File: config.mk
export PLATFORM = sky130hd
export DESIGN_NAME = riscv_noc_demux_buffered
export DESIGN_NICKNAME = d
export VERILOG_FILES = /design/src/rtl/riscv_noc_demux_buffered.sv
export SDC_FILE = /design/constraint.sdc
export NUM_CORES = 1
export LEC_CHECK = 0
export CAP_MARGIN = 25
export CORE_ASPECT_RATIO = 1.4
export CORE_MARGIN = 5
export CORE_UTILIZATION = 45
export DETAILED_ROUTE_END_ITERATION = 12
export PLACE_DENSITY = 0.66
export REMOVE_ABC_BUFFERS = 1
export SETUP_SLACK_MARGIN = 0.5
export SLEW_MARGIN = 20
export SYNTH_ARGS = -nofsm -noshare
export SYNTH_HDL_FRONTEND = slang
export SYNTH_SLANG_ARGS = --single-unit
File: constraint.sdc
create_clock -name clk -period 3.3 [get_ports clk]
set_input_delay 0.33 -clock clk [delete_from_list [all_inputs] [get_ports clk]]
set_output_delay 0.33 -clock clk [all_outputs]
set_load 0.02 [all_outputs]
File: src/rtl/riscv_noc_demux_buffered.sv
// Packet demux: routes each packet by the class field of its head flit into per-channel FIFOs.
// The route is held from head to last flit; multicast targets are pushed atomically.
module riscv_noc_demux_buffered #(
  parameter int          PLEN       = 64,
  parameter int          CHANNELS   = 2,
  parameter int          DEPTH      = 4,
  parameter int          CLASS_MSB  = 26,
  parameter int          CLASS_LSB  = 24,
  parameter logic [63:0] MAPPING    = 64'h0,
  parameter int          DEFAULT_CH = 0,
  parameter bit          MULTICAST  = 1'b1
) (
  input  logic                                  clk,
  input  logic                                  rst,
  input  logic [PLEN-1:0]                       in_flit,
  input  logic                                  in_last,
  input  logic                                  in_valid,
  output logic                                  in_ready,
  output logic [CHANNELS*PLEN-1:0]              out_flit,
  output logic [CHANNELS-1:0]                   out_last,
  output logic [CHANNELS-1:0]                   out_valid,
  input  logic [CHANNELS-1:0]                   out_ready,
  output logic [CHANNELS*$clog2(DEPTH+1)-1:0]   occupancy
);
  localparam int AW = $clog2(DEPTH);
  localparam int OW = $clog2(DEPTH + 1);

  logic [2:0]          cls;
  logic [CHANNELS-1:0] raw_mask;
  logic [CHANNELS-1:0] head_mask;
  logic [CHANNELS-1:0] target;
  logic [CHANNELS-1:0] full;
  logic [CHANNELS-1:0] lock_mask;
  logic                lock_valid;
  logic                push;

  always_comb begin
    cls      = in_flit[CLASS_MSB:CLASS_LSB];
    raw_mask = CHANNELS'(MAPPING >> {cls, 3'b000});
    if (raw_mask == '0) raw_mask = CHANNELS'(1) << DEFAULT_CH;
    // Unicast keeps only the lowest set bit (two's-complement isolate).
    head_mask = MULTICAST ? raw_mask : (raw_mask & (~raw_mask + CHANNELS'(1)));
  end

  assign target   = lock_valid ? lock_mask : head_mask;
  // Only registered occupancy gates input, so out_ready never reaches in_ready.
  assign in_ready = !rst && ((target & full) == '0);
  assign push     = in_valid && in_ready;

  always_ff @(posedge clk) begin
    if (rst) begin
      lock_valid <= 1'b0;
      lock_mask  <= '0;
    end else if (push) begin
      if (in_last) begin
        lock_valid <= 1'b0;
      end else if (!lock_valid) begin
        lock_valid <= 1'b1;
        lock_mask  <= head_mask;
      end
    end
  end

  for (genvar c = 0; c < CHANNELS; c++) begin : g_ch
    logic [PLEN:0]   mem [DEPTH];
    logic [AW-1:0]   wr_ptr;
    logic [AW-1:0]   rd_ptr;
    logic [OW-1:0]   occ;
    logic            do_push;
    logic            do_pop;

    assign do_push = push && target[c];
    assign do_pop  = (occ != '0) && out_ready[c];
    assign full[c] = (occ == OW'(DEPTH));

    always_ff @(posedge clk) begin
      if (do_push) mem[wr_ptr] <= {in_last, in_flit};
    end

    always_ff @(posedge clk) begin
      if (rst) begin
        wr_ptr <= '0;
        rd_ptr <= '0;
        occ    <= '0;
      end else begin
        if (do_push) wr_ptr <= wr_ptr + AW'(1);
        if (do_pop)  rd_ptr <= rd_ptr + AW'(1);
        if (do_push && !do_pop)      occ <= occ + OW'(1);
        else if (!do_push && do_pop) occ <= occ - OW'(1);
      end
    end

    assign out_valid[c]               = (occ != '0);
    assign out_flit[c*PLEN +: PLEN]   = mem[rd_ptr][PLEN-1:0];
    assign out_last[c]                = mem[rd_ptr][PLEN];
    assign occupancy[c*OW +: OW]      = occ;
  end

endmodule

==> reports/qor.csv <==
stage,metric,value,unit
floorplan,boundaryPins,209,
global_routing,maximum_number_of_pins_on_one_net_before_global_route_repair,66,
finish,areaGrowthSynthToFinish,24.5,%
floorplan,floorplan.rows,91,
setup_path,critPathRequiredTime,2970,ps
routing,detail_route.wl_per_cell,25.3,um
place,io_buffers,208,
setup_path,critical_path.max_stage_delay,570,ps
finish,finalCoreUtilization,56.2,%
setup_path,cp_slowest_cell,clkdlybuf4s50_1,
setup_path,r2r_end,g_ch[0].occ[2],
routing,drc,0,
setup_path,worst_setup_path_start_kind,flip-flop,
synth,synth_area_per_cell,25.1,sq um
routing,post_drt_via_cell_ratio,5.39,
setup_path,critical_path.reg2reg.startpoint,g_ch[0].occ[0],
sta,period_share,83.1,%
floorplan,design.core.area,0.0438,sq mm
power_and_ir_drop,static-leakage-power,8.02,nW
sta,final.setup.worst_slack,558,ps
sta,report.final.setup_viol,0,
global_routing,wire_length_of_the_first_global_routing_pass,62700,um
synth,synth_cell_types,34,
routing,drtPass1Iterations,4,
sta,rsz0062_at_grt,yes,
setup_path,criticalPathCategory,reg -> out,
sta,slew-limit-headroom,57.3,%
synth,synth-xor-area-share,0.398,%
sta,fmax,365,MHz
status,status,"complete, no violations",
global_routing,antenna_found_initial,2,
routing,drt_wl_total,42000,um
clocking,clkTransAtPathRegs,60,ps
finish,fill_cells,3217,
synth,yosys.area_share.adder,0.834,%
power_and_ir_drop,max-vdd-ir-drop,0.468,mV
sta,drv_slew,0,
synth,netlist_instances,788,
setup_path,ff2ff_path_depth,9,
floorplan,fp.dieArea,0.0483,sq mm
synth,synth_sequential_area_ratio,81.0,%
synth,synth-simple-area-share,1.37,%
place,dp_hpwl,24500,um
clocking,tritoncts,done,
synth,synth_compound_area_share,0.398,%
sta,tightest_slew,641,ps
setup_path,worst-r2r-setup-slack,840,ps
global_routing,globalRouteTotalUtil,17.3,%
synth,netlist_area,0.0198,sq mm
sta,timing_hold_violations_final,0,
place,post-place-ws,583,ps
global_routing,grt_pass1_vias,9869,
power_and_ir_drop,power_density,664,mW/mm^2
run,maxCapViolations,0,
floorplan,die_width,187,um
sta,timing.final.crit_period,2740,ps
clocking,numClockSinks,541,
synth,yosysWarningCount,0,
setup_path,critPathArrivalTime,2410,ps
setup_path,endpoint_kind,output pin,
routing,dr.first_iter.drc_count,738,
synth,synth.area.mux_share,15.0,%
hold_path,hp-class,reg -> reg,
place,gpl.final_weighted_congestion,0.740,
sta,clock_skew,9.43,ps
clocking,numCtsBuffers,50,
setup_path,series_of_cell_instances_along_the_critical_path,buf_12 > buf_16 > mux4_2 > clkdlybuf4s50_1,
routing,vias,8936,
floorplan,initial_core_utilization,45.2,%
global_routing,globalRouteOverflowTotal,0,
setup_path,endpoint_of_the_most_critical_setup_path,out_flit[65],
synth,yosys_register_bits,541,
finish,nets,1141,
setup_path,critical_path_peak_fanout,12,
synth,synth_top_family_by_area,multiplexers,
floorplan,die_h,258,um
clocking,clock_path_buffers,3,
clocking,worstSkewPairLatency,570,ps
finish,drive_gt1_share,23.7,%
clocking,cts_root_buf,clkbuf_16,
clocking,htree_levels,2,
routing,post_drt_antenna_nets,0,
[logic make-up (layout without fill, tap and decap cells)]
family | after synthesis | after routing
simple gates | 44 | 44
fa+ha+maj | 12 | 12
other cells | 0 | 2
flops | 541 | 541
compound gates | 11 | 11
mux | 134 | 134
xor+xnor | 9 | 9
buf+inv | 37 | 346
[placed cells by master (no fill, tap or decap), types with 2 or more instances in the layout]
master / synthesis / layout
edfxtp_1: 520 / 520
clkdlybuf4s50_1: 0 / 142
mux4_2: 130 / 130
clkbuf_16: 0 / 52
dlygate4sd2_1: 0 / 37
dlymetal6s2s_1: 0 / 29
buf_4: 10 / 20
dfxtp_1: 21 / 17
nor2_1: 14 / 14
clkinv_1: 0 / 14
buf_12: 0 / 12
ha_1: 10 / 10
and2_4: 0 / 8
xor2_1: 8 / 8
clkbuf_1: 6 / 8
inv_1: 7 / 7
bufinv_16: 0 / 6
a21oi_1: 5 / 5
buf_6: 0 / 5
or3_1: 4 / 4
dfxtp_4: 0 / 4
clkinv_2: 0 / 4
nand2b_1: 3 / 3
nand2_1: 3 / 3
mux2i_1: 3 / 3
nand3_1: 3 / 3
clkinvlp_4: 0 / 3
diode_2: 0 / 2
o21ai_0: 2 / 2
fa_1: 2 / 2
inv_6: 0 / 2
buf_16: 0 / 2
[repair_timing]
item                       CTS  global route
setup buffers                8             2
pin swaps                    0             0
hold buffers                 0             0
resized for setup           42            30
gates cloned                 1             1
setup endpoints to repair  104            57
[sequential cells by signal (all words and copies together) (netlist names), named ones only]
signal and count:
g_ch.mem 520, g_ch.occ 6, g_ch.rd_ptr 4, g_ch.wr_ptr 4, lock_mask 2, lock_valid 1
[power breakdown]
| part | total, W | leakage (nW) | switching (W) | internal (W) |
|---|---|---|---|---|
| Clock | 0.00571 | 0.781 | 0.00240 | 0.00331 |
| Sequential | 0.00787 | 4.86 | 0.000101 | 0.00777 |
| Combinational | 0.00278 | 2.38 | 0.00143 | 0.00135 |
[routing by layer]
layer,GRT usage (%),up-vias,share of wire [%]
met5,0,-,0
met4,4.36,0,1.7
met3,3.66,50,4.8
met2,32.0,212,55
met1,20.6,4781,38
li1,-,3893,-
[worst min path at each step]
stage,from,endpoint,cells after the start
floorplan,rst,g_ch[0].occ[2],1
global placement,lock_mask[0],lock_mask[0],2
detailed placement,lock_mask[0],lock_mask[0],2
CTS,in_valid,lock_valid,2
global route,in_flit[8],g_ch[1].mem[0][8],1
finish,lock_mask[0],lock_mask[0],2
[worst max-delay path, delay by kind of cell, from the launching register on]
| kind | cells | cell delay [ps] |
|---|---|---|
| flops | 1 | 410 |
| buf+inv | 3 | 870 |
| mux | 1 | 550 |
[cells in the mapped netlist]
| master | n | share of area, % |
|---|---|---|
| mux2_4 | 1 | 0.076 |
| xor2_1 | 8 | 0.35 |
| buf_4 | 10 | 0.38 |
| clkbuf_1 | 6 | 0.11 |
| inv_1 | 7 | 0.13 |
| or3b_4 | 1 | 0.057 |
| nand3_1 | 3 | 0.076 |
| nor2_2 | 1 | 0.032 |
| fa_1 | 2 | 0.20 |
| nor3b_4 | 1 | 0.095 |
| and2_1 | 8 | 0.25 |
| and3_4 | 1 | 0.057 |
| nand2_1 | 3 | 0.057 |
| nor3_2 | 1 | 0.051 |
| mux2i_1 | 3 | 0.15 |
| dfxtp_1 | 21 | 2.1 |
| a211oi_1 | 1 | 0.038 |
| and3b_1 | 1 | 0.044 |
| edfxtp_1 | 520 | 79 |
| nand4b_1 | 1 | 0.044 |
| nand3_2 | 1 | 0.051 |
| nor3b_2 | 1 | 0.063 |
| a21oi_1 | 5 | 0.13 |
| nand2b_1 | 3 | 0.095 |
| buf_2 | 14 | 0.35 |
| xnor2_1 | 1 | 0.044 |
| o21ai_0 | 2 | 0.051 |
| o31ai_1 | 1 | 0.038 |
| nor2_1 | 14 | 0.27 |
| or3_1 | 4 | 0.13 |
| a311oi_1 | 1 | 0.044 |
| a211oi_4 | 1 | 0.10 |
| ha_1 | 10 | 0.63 |
| mux4_2 | 130 | 15 |
[stage by stage]
stage	hold slack (ps)	total power (W)	area [sq um]	cells	TNS (ps)
2_1_floorplan	399	0.00955	19600	758	-68050
3_3_place_gp	480	0.0108	22800	1553	0
3_5_place_dp	487	0.0108	22800	1553	0
4_1_cts	463	0.0166	24500	1652	0
5_1_grt	487	0.0170	24600	1655	0
6_report	495	0.0164	24700	1657	0
[final cells by class]
cell class | count | area (sq um) | share of cell area (%)
Timing Repair Buffer | 249 | 2670 | 10.8
Clock buffer | 60 | 1320 | 5.35
Sequential cell | 541 | 16100 | 65.1
Tap cell | 558 | 698 | 2.83
Multi-Input combinational cell | 210 | 3590 | 14.5
Inverter | 7 | 26.3 | 0.107
Clock inverter | 30 | 302 | 1.22
Antenna cell | 2 | 5.00 | 0.0203
Note: power is estimated with default switching activity, not from simulation.
